### config.mk
export PLATFORM = sky130hd
export DESIGN_NAME = alu_ex_stage
export DESIGN_NICKNAME = d
export VERILOG_FILES = /design/src/rtl/alu_ex_stage.sv
export SDC_FILE = /design/constraint.sdc
export NUM_CORES = 1
export LEC_CHECK = 0
export CAP_MARGIN = 20
export CORE_UTILIZATION = 45
export CTS_CLUSTER_SIZE = 24
export DETAILED_ROUTE_END_ITERATION = 16
export SYNTH_ARGS = -nofsm -noshare
export SYNTH_HDL_FRONTEND = slang
export SYNTH_SLANG_ARGS = --single-unit
### constraint.sdc
create_clock -name i_clk -period 4.22 [get_ports i_clk]
set_input_delay 0.844 -clock i_clk [delete_from_list [all_inputs] [get_ports i_clk]]
set_output_delay 0.844 -clock i_clk [all_outputs]
set_load 0.01 [all_outputs]
### src/rtl/alu_ex_stage.sv
// Execute stage: single-cycle ALU ops plus an iterative shift-add multiplier,
// with the EX/MEM result register folded in.
module alu_ex_stage #(
    parameter int NBITS = 32,
    parameter int ALUOP = 4
) (
    input  logic             i_clk,
    input  logic             i_reset,
    input  logic             i_Valid,
    input  logic [ALUOP-1:0] i_ALUOp,
    input  logic [NBITS-1:0] i_A,
    input  logic [NBITS-1:0] i_B,
    input  logic             i_Flush,
    input  logic             i_StallIn,
    output logic [NBITS-1:0] o_Result,
    output logic             o_Zero,
    output logic             o_Valid,
    output logic             o_Invalid,
    output logic             o_Busy
);

    localparam int CW = $clog2(NBITS + 1);

    localparam logic [1:0] S_IDLE = 2'd0;
    localparam logic [1:0] S_MUL  = 2'd1;
    localparam logic [1:0] S_DONE = 2'd2;

    localparam logic [ALUOP-1:0] OP_AND = ALUOP'(4'b0000);
    localparam logic [ALUOP-1:0] OP_OR  = ALUOP'(4'b0001);
    localparam logic [ALUOP-1:0] OP_ADD = ALUOP'(4'b0010);
    localparam logic [ALUOP-1:0] OP_SUB = ALUOP'(4'b0110);
    localparam logic [ALUOP-1:0] OP_SLT = ALUOP'(4'b0111);
    localparam logic [ALUOP-1:0] OP_NOR = ALUOP'(4'b1100);
    localparam logic [ALUOP-1:0] OP_MUL = ALUOP'(4'b1000);

    logic [1:0]       state;
    logic [CW-1:0]    cnt;
    logic [NBITS-1:0] mcand;
    logic [NBITS-1:0] mplier;
    logic [NBITS-1:0] acc;

    logic [NBITS-1:0] alu_res;
    logic             legal;
    logic             is_mul;

    always_comb begin
        alu_res = '0;
        legal   = 1'b1;
        case (i_ALUOp)
            OP_AND: alu_res = i_A & i_B;
            OP_OR:  alu_res = i_A | i_B;
            OP_ADD: alu_res = i_A + i_B;
            OP_SUB: alu_res = i_A - i_B;
            OP_SLT: alu_res = {{(NBITS-1){1'b0}},
                               ($signed(i_A) < $signed(i_B))};
            OP_NOR: alu_res = ~(i_A | i_B);
            // illegal codes yield a zero result
            default: legal = 1'b0;
        endcase
    end

    assign is_mul = (i_ALUOp == OP_MUL);

    assign o_Busy = (state == S_MUL) |
                    ((state == S_IDLE) & i_Valid & is_mul & ~i_Flush);

    always_ff @(posedge i_clk) begin
        if (!i_reset) begin
            state     <= S_IDLE;
            cnt       <= '0;
            mcand     <= '0;
            mplier    <= '0;
            acc       <= '0;
            o_Result  <= '0;
            o_Zero    <= 1'b0;
            o_Valid   <= 1'b0;
            o_Invalid <= 1'b0;
        end else if (i_Flush) begin
            state     <= S_IDLE;
            cnt       <= '0;
            o_Result  <= '0;
            o_Zero    <= 1'b0;
            o_Valid   <= 1'b0;
            o_Invalid <= 1'b0;
        end else if (!i_StallIn) begin
            case (state)
                S_IDLE: begin
                    if (i_Valid && is_mul) begin
                        mcand     <= i_A;
                        mplier    <= i_B;
                        acc       <= '0;
                        cnt       <= '0;
                        o_Valid   <= 1'b0;
                        o_Invalid <= 1'b0;
                        state     <= S_MUL;
                    end else if (i_Valid) begin
                        o_Result  <= alu_res;
                        o_Zero    <= (alu_res == '0);
                        o_Valid   <= 1'b1;
                        o_Invalid <= ~legal;
                    end else begin
                        o_Valid   <= 1'b0;
                        o_Invalid <= 1'b0;
                    end
                end
                S_MUL: begin
                    if (mplier[0])
                        acc <= acc + mcand;
                    mcand  <= mcand << 1;
                    mplier <= mplier >> 1;
                    cnt    <= cnt + CW'(1);
                    if (cnt == CW'(NBITS - 1))
                        state <= S_DONE;
                end
                S_DONE: begin
                    o_Result  <= acc;
                    o_Zero    <= (acc == '0);
                    o_Valid   <= 1'b1;
                    o_Invalid <= 1'b0;
                    state     <= S_IDLE;
                end
                default: state <= S_IDLE;
            endcase
        end
    end

endmodule

==> flow_summary.toml, run 1 <==
[outcome]
status = "finished, final reports clean"

[sta]
final-setup-viol-count = 0
worst_slack_ps = 114
tns_ps = 0
hold_viol = 0
worst_slew_pin_slew_ps = 1150
whs_ps = 456
fin_skew_ps = 9.79
max_freq_mhz = 244
drv_slew = 0
slew_headroom = 0.234
fin_crit_sh = 0.973
min_period_ps = 4110

[global_route]
grt_max_degree = 113
grt_pass1_vias = 13700
groute.usage.overall = 0.353
grt_pass1_wl_um = 78600
antenna_found_initial = 2
grt_overflow_total = 0

[placement]
place_ws_ps = -592
port_buffers = 108
hpwl_um = 39900
gp_congestion = 0.968

[cts]
cts_sinks = 139
htree_num_levels = 4
path_clk_slew_ps = 60
cts_root_buf = "clkbuf_16"
insertion_delay_ps = 450
clk_path_buf_depth = 2
tritoncts = "yes"
cts_buffers = 17

[setup_path]
crit_top_cell = "buf_4"
slowest_stage = "or4_1"
rrSetupSlack_ps = 200
crit_arrival_ps = 4490
crit_fanout = 5
endpoint_kind = "register"
worstPathRequired_ps = 4600
crit_chain = "clkdlybuf4s50_1, buf_4, fa_2, o21bai_4, a211oi_2, o211ai_1, nand4b_1, buf_4, nand3_4, a211o_1, a211oi_1, nor4_2, a21oi_1, or4_1, o21ai_1"
start_kind = "input port"
critPathKind = "in -> reg"
critPathMaxStageDelay_ps = 550

[floorplanning]
start_util = 0.461
fp.dieH_um = 171
num_io_pins = 109
die_x_um = 171
die_area_um2 = 29300
fp.coreArea_um2 = 27900
rows = 61

[logic_synthesis]
syn_inst = 1784
synthTopCellsByArea = "dfxtp_1 (22%), ha_1 (14%), nor2_1 (7.5%)"
synthDistinctLibCells = 88
synth_seq_cells = 139
yosys.area.top_type = "dfxtp_1"
synth_top_area_frac = 0.216
ys.flop_type = "dfxtp_1"
avgSynthCellArea_um2 = 7.21
netlist_area_um2 = 12900
synth_nets = 2000
synth_edf_count = 0
yosysSeqAreaShare = 0.216
yosys_warnings = 0
synthArstFlopShare = 0

[detailed_routing]
drc = 0
first_iter_violations = 1428
routed_wirelength_um = 51500
via_per_inst = 5.91
drt_first_pass_iters = 5
wl_per_cell_um = 20.7
dr_total_vias = 14700
ant_nets = 0

[flow_run]
drv_cap = 0

[power_and_ir_drop]
pwr-share-comb = 0.314
p_sw_frac = 0.337
power.density_nw_per_um2 = 248
p_int_w = 0.00282
ir_worst_vdd_mv = 0.275
power_frac_seq = 0.314
clkPwrFrac = 0.372
power_switching_w = 0.00143
p_leak_nw = 7.42

[finish]
final_cell_mix = "buf_4 (297), nor2_1 (253), nand2_1 (206)"
layout.nets = 2315
area_growth_pct = 32.9
drive_gt1_frac = 0.191
final_common_cell = "buf_4"
nFillCells = 2653

[hold_path]
hp-class = "reg -> reg"
-- through the flow --
step | power (W) | cell area [µm²] | utilization | cells
after global placement | 0.00262 | 16300 | 0.582 | 2449
final | 0.00425 | 17100 | 0.612 | 2490
after global routing | 0.00442 | 17100 | 0.612 | 2489
after floorplan | 0.00199 | 12900 | - | 1784
after detailed placement | 0.00262 | 16300 | 0.582 | 2449
after CTS | 0.00420 | 16900 | 0.604 | 2482
-- cell type report --
class / count / area (µm²) / area share
antenna: 1 / 2.50 / 0.000146
tap: 378 / 473 / 0.0277
sequential: 139 / 2780 / 0.163
timing repair buffer: 410 / 3410 / 0.199
multi-input combinational: 1415 / 9410 / 0.550
clock buffer: 17 / 425 / 0.0249
clock inverter: 14 / 164 / 0.00959
inverter: 116 / 435 / 0.0255
-- critical path, delay by kind of cell --
| kind | cells | cell delay [ps] |
|---|---|---|
| AO/OA/AOI/OAI | 7 | 1340 |
| adder cells (fa/ha/maj) | 1 | 400 |
| buffers and inverters | 3 | 790 |
| AND/OR/NAND/NOR | 4 | 1120 |
-- sequential cells by signal, indices dropped and copies added, names as in the netlist --
name and flops:
mplier 32, acc 32, cnt 6, o_Zero 1
o_Result 32, state 2, o_Invalid 1, mcand 32
o_Valid 1
-- worst paths after layout --
check	startpoint	to	cells past startpoint
min reg2reg	mplier[31]	mplier[31]	2
min	mplier[31]	mplier[31]	2
max	i_B[1]	o_Zero	15
max reg2reg	acc[1]	acc[31]	12
-- what timing repair did --
item,CTS,global route
pin swaps,8,11
setup endpoints to repair,2,9
setup buffers,2,7
resized for setup,3,43
hold buffers,0,0
endpoints found under the hold margin,0,0
-- synthesized netlist by cell type, types with 9 or more instances --
cell / instances
a211o_1: 13
a211oi_1: 23
a21o_1: 32
a21oi_1: 143
a221o_1: 20
a221oi_1: 12
a22oi_1: 33
a311oi_1: 66
a31oi_1: 19
buf_1: 14
buf_2: 23
clkbuf_1: 75
dfxtp_1: 139
ha_1: 140
inv_1: 115
nand2_1: 206
nand2b_1: 10
nand3_1: 36
nand4_1: 13
nor2_1: 256
nor2b_1: 9
nor3_1: 39
nor4_1: 33
o211ai_1: 15
o21a_1: 10
o21ai_0: 69
o21bai_1: 16
o221ai_1: 12
o31ai_1: 13
xnor2_1: 26
-- layer usage --
layer / vias to the layer above / track usage / share of wire
li1: 7159 / - / -
met1: 6974 / 0.466 / 0.45
met2: 506 / 0.578 / 0.46
met3: 72 / 0.0520 / 0.058
met4: 2 / 0.135 / 0.034
met5: - / 0 / 0.00033
-- logic make-up (layout without fill, tap and decap cells) --
family	count (synthesis)	in the layout	synth area share
compound gates	581	581	0.321
xor+xnor	33	33	0.0225
fa+ha+maj	143	143	0.141
buf+inv	230	557	0.0702
flops	139	139	0.216
mux	7	7	0.00545
other cells	0	1	0
simple gates	651	651	0.224
-- power groups by stage --
stage               Clock [W]  Combinational (W)  Sequential [W]
finish                0.00158            0.00133         0.00133
global route          0.00165            0.00144         0.00134
CTS                   0.00160            0.00127         0.00133
detailed placement          0            0.00126         0.00136
global placement            0            0.00126         0.00136
floorplan                   0           0.000622         0.00136
Power figures use the tool's default switching activity.
==> run 2: changes to the inputs <==
Settings changed: CTS_CLUSTER_DIAMETER from default to 60, GPL_ROUTABILITY_DRIVEN from default to 0.
==> run 2 against run 1 <==
Effect of this change: clock power barely moved; worst hold slack barely moved; total power fell by 1.4%; maximum frequency fell by 1.1%; register-to-register slack improved by 220 ps; critical path depth fell by 1; via count rose by 0.27%; largest power group unchanged; highest routed layer unchanged.
==> flow_summary.toml, run 2 (synthesis results as in run 1) <==
[sta]
rsz0062_at_grt = "yes"
max_freq_mhz = 241
hold_viol = 0
tns_ps = 0
worst_slew_pin_slew_ps = 942
drv_slew = 0
min_period_ps = 4150
fin_skew_ps = 13.8
final-setup-viol-count = 0
whs_ps = 455
fin_crit_sh = 0.984
slew_headroom = 0.370

[finish]
drive_gt1_frac = 0.180
finalCoreUtilization = 0.604
antenna_cells = 0
fin_area_um2 = 16900
final_common_cell = "buf_4"
instances_no_fill = 2467
final_cell_mix = "buf_4 (275), nor2_1 (252), nand2_1 (206)"
layout.nets = 2292
nFillCells = 2682
area_growth_pct = 31.2

[floorplanning]
fp.coreArea_um2 = 27900
start_util = 0.461
die_area_um2 = 29300
die_x_um = 171
fp.dieH_um = 171
rows = 61
num_io_pins = 109

[cts]
path_clk_slew_ps = 70
cts_root_buf = "clkbuf_16"
htree_num_levels = 4
insertion_delay_ps = 460
ctsHoldBuffers = 0
tritoncts = "yes"
cts_sinks = 139
cts_buffers = 17
clk_path_buf_depth = 2

[setup_path]
crit_arrival_ps = 4540
critical_path_depth = 14
worstPathRequired_ps = 4610
path_delay_family = "compound AO/OA/AOI/OAI gates"
r2r_start = "acc[1]"
critPathMaxStageDelay_ps = 490
reg2reg_depth = 12
critPathKind = "in -> reg"
startpoint = "i_B[1]"
setup.worst_path.end = "o_Zero"
rr_endpoint = "acc[31]"
endpoint_kind = "register"
crit_chain = "clkdlybuf4s50_1, inv_1, ha_1, a211oi_4, nor4_4, buf_4, o31ai_1, o211a_1, o221ai_1, a221o_1, a21oi_1, nand4_1, or4_1, o21ai_1"
slowest_stage = "clkdlybuf4s50_1"
rrSetupSlack_ps = 420
start_kind = "input port"
timing.critical_path.buf_inv = 3
crit_fanout = 4

[power_and_ir_drop]
p_leak_nw = 7.32
ir_worst_vdd_mv = 0.258
power.density_nw_per_um2 = 248

[global_route]
groute.usage.overall = 0.335
grt_overflow_total = 0
grt_pass1_vias = 13800
grt_pass1_wl_um = 75500
grt_max_degree = 105
antenna_found_initial = 1

[detailed_routing]
drt_first_pass_iters = 8
drc = 0
routed_wirelength_um = 48700
dr_total_vias = 14800
first_iter_violations = 1490
wl_per_cell_um = 19.7
ant_nets = 0
via_per_inst = 5.98

[outcome]
status = "finished, final reports clean"

[flow_run]
drv_cap = 0

[placement]
place_area_um2 = 16000
placedCellCount = 2424
hpwl_um = 37500
port_buffers = 108

[hold_path]
hp-class = "reg -> reg"
run 2: cell count changes in the layout (fill, tap and decap cells not counted), sizes merged:
cell and delta:
dlygate4sd2 -1, clkbuf +3, clkinvlp -3, dlymetal6s2s +1, clkinv +2, buf -23, bufinv -1, diode -1
run 2: layer usage:
metal	vias to the layer above	part of all wire	global-route usage
met1	6912	0.44	0.433
li1	7094	-	-
met4	2	0.043	0.156
met5	-	0.00031	0
met3	115	0.074	0.0652
met2	630	0.44	0.536
run 2: timing repair:
| action | CTS | global route |
|---|---|---|
| pin swaps | 2 | 14 |
| resized for setup | 1 | 36 |
| endpoints found under the setup margin | 2 | 9 |
| setup buffers | 1 | 9 |
run 2: power breakdown:
part | switching [W] | internal [W]
logic | 0.000705 | 0.000580
clock network | 0.000694 | 0.000876
registers | 0.00000970 | 0.00132
total | 0.00141 | 0.00278
run 2: cell type report:
type                    instances  area [µm²]  area share
multi-input cells            1415        9360       0.555
repair buffers                387        3230       0.191
flip-flops and latches        139        2780       0.165
well taps                     378         473      0.0280
clock buffers                  20         467      0.0277
inverters                     116         435      0.0258
clock inverters                12         129     0.00764
run 2: worst min path at each step:
stage / from / slack [ps] / depth (start not counted) / to
global placement: mplier[31] / 440 / 2 / mplier[31]
detailed placement: mplier[31] / 450 / 2 / mplier[31]
floorplan: mplier[31] / 430 / 2 / mplier[31]
global route: o_Result[31] / 490 / 2 / o_Result[31]
finish: o_Result[31] / 460 / 2 / o_Result[31]
CTS: mplier[31] / 460 / 2 / mplier[31]
run 2: stage by stage:
stage | setup slack (ps) | power, W
2_1_floorplan | 494 | 0.00199
3_3_place_gp | -454 | 0.00257
3_5_place_dp | -505 | 0.00257
4_1_cts | 16.4 | 0.00414
5_1_grt | -36.1 | 0.00436
6_report | 68.8 | 0.00419
run 2: worst reg2reg max path: stages (launching register included):
cell and delay [ps]:
dfxtp_1 370, ha_1 300, a21o_1 110, a21oi_1 100, o211ai_1 250, a22oi_1 170, o31ai_1 600, a31oi_2 260
o31ai_1 550, a31oi_2 210, mux2i_1 180, or4_1 470, a31oi_1 160
==> run 3: changes to the inputs <==
Settings changed: CORE_MARGIN from default to 2.
==> run 3 against run 2 <==
Effect of this change: clock power about the same; non-clock buffer count down 14; worst setup slack better by 80 ps; first-iteration DRC count down 4.6%; largest cell class unchanged; critical endpoint unchanged; combinational power about the same; core utilization down 0.072 points; sequential share of layout area about the same; maximum frequency up 2.0%.
==> flow_summary.toml, run 3 (synthesis results as in run 1) <==
[outcome]
status = "finished, final reports clean"

[setup_path]
critPathMaxStageDelay_ps = 540
crit_top_cell = "buf_4"
slowest_stage = "or4_1"
start_kind = "input port"
crit_chain = "clkdlybuf4s50_1, buf_4, ha_1, o21bai_2, a211oi_4, o211ai_1, buf_4, nand4b_1, nand3_2, a211o_1, a211oi_1, o211a_1, a21oi_1, or4_1, o21ai_1"
rrSetupSlack_ps = 480
critPathKind = "in -> reg"
worstPathRequired_ps = 4600
crit_arrival_ps = 4450
crit_fanout = 5
endpoint_kind = "register"

[detailed_routing]
drt_first_pass_iters = 7
via_per_inst = 6.04
met2WireLength_um = 21200
wl_met3_um = 3370
wl_met1_um = 21700
drc = 0
routed_wirelength_um = 48900
ant_nets = 0
wl_per_cell_um = 19.9
routed.top_layer = "met4"
dr_total_vias = 14800
first_iter_violations = 1422

[cts]
htree_num_levels = 4
cts_sinks = 139
insertion_delay_ps = 440
tritoncts = "yes"
ctsHoldBuffers = 0
clk_path_buf_depth = 2
path_clk_slew_ps = 70
cts_buffers = 17
cts_root_buf = "clkbuf_16"

[sta]
fin_skew_ps = 10.3
worst_slew_pin_slew_ps = 963
final-setup-viol-count = 0
worst_slack_ps = 149
drv_slew = 0
fin_crit_sh = 0.965
min_period_ps = 4070
rsz0062_at_grt = "no"
slew_headroom = 0.357
hold_viol = 0
max_freq_mhz = 246

[placement]
port_buffers = 108
place_area_um2 = 16000
hpwl_um = 37900
placedCellCount = 2417
place_ws_ps = -574

[global_route]
grt_pass1_wl_um = 76200
antenna_found_initial = 1
grt_pass1_vias = 13900
groute.usage.overall = 0.319
grt_max_degree = 76
grt_overflow_total = 0

[finish]
final_cell_mix = "buf_4 (260), nor2_1 (254), nand2_1 (206)"
instances_no_fill = 2454
layout.nets = 2278
final_common_cell = "buf_4"
drive_gt1_frac = 0.179
fin_area_um2 = 16900
area_growth_pct = 31.0

[floorplanning]
num_io_pins = 109
die_x_um = 173
rows = 61
fp.coreArea_um2 = 27900
fp.dieH_um = 173
die_area_um2 = 30000
start_util = 0.461

[power_and_ir_drop]
power.density_nw_per_um2 = 249
power_w = 0.00420
ir_worst_vdd_mv = 0.255
p_leak_nw = 7.26

[hold_path]
hp-class = "reg -> reg"

[flow_run]
drv_cap = 0
run 3: cell count changes in the layout (fill, tap and decap cells not counted), sizes merged:
cell,delta
bufinv,+1
inv,-3
clkinv,+1
buf,-14
clkdlybuf4s50,+1
clkinvlp,+1
diode,+1
dlymetal6s2s,-1
run 3: worst paths after layout:
kind / startpoint / endpoint / cells past startpoint
hold reg to reg: mplier[31] / mplier[31] / 2
hold / removal: mplier[31] / mplier[31] / 2
setup / recovery: i_A[2] / o_Zero / 15
setup reg to reg: acc[1] / acc[31] / 13
run 3: cell type report:
| cell class | count | area [µm²] |
|---|---|---|
| well taps | 378 | 473 |
| inverters | 116 | 435 |
| multi-input cells | 1415 | 9440 |
| repair buffers | 373 | 3130 |
| clock buffers | 20 | 457 |
| fillers | 2632 | 11100 |
| flip-flops and latches | 139 | 2780 |
| clock inverters | 12 | 136 |
| diodes | 1 | 2.50 |
run 3: per-layer routing:
metal / vias up / track usage
met5: - / 0
met3: 131 / 0.0466
met2: 659 / 0.498
li1: 7057 / -
met4: 0 / 0.171
met1: 6974 / 0.424
run 3: repair_timing:
item / in CTS / in global routing
setup endpoints to repair: 3 / 5
endpoints found under the hold margin: 0 / 0
pin swaps: 2 / 10
resized for setup: 3 / 50
setup buffers: 2 / 2
run 3: metrics by stage:
step | util | TNS, ps | hold WS, ps
after CTS | 0.595 | 0 | 455
after global routing | 0.603 | 0 | 471
final | 0.603 | 0 | 455
after detailed placement | 0.573 | -4450 | 446
after floorplan | - | 0 | 432
after global placement | 0.573 | -3500 | 443
run 3: worst max-delay path, delay by kind of cell:
| family | cells | cell delay [ps] |
|---|---|---|
| fa+ha+maj | 1 | 230 |
| compound gates | 8 | 1750 |
| buf+inv | 3 | 810 |
| simple gates | 3 | 810 |
run 3: power breakdown:
group	leakage [nW]	total [W]	switching, W	internal [W]
clock network	0.283	0.00158	0.000670	0.000907
logic	5.86	0.00129	0.000714	0.000578
registers	1.12	0.00133	0.0000102	0.00132
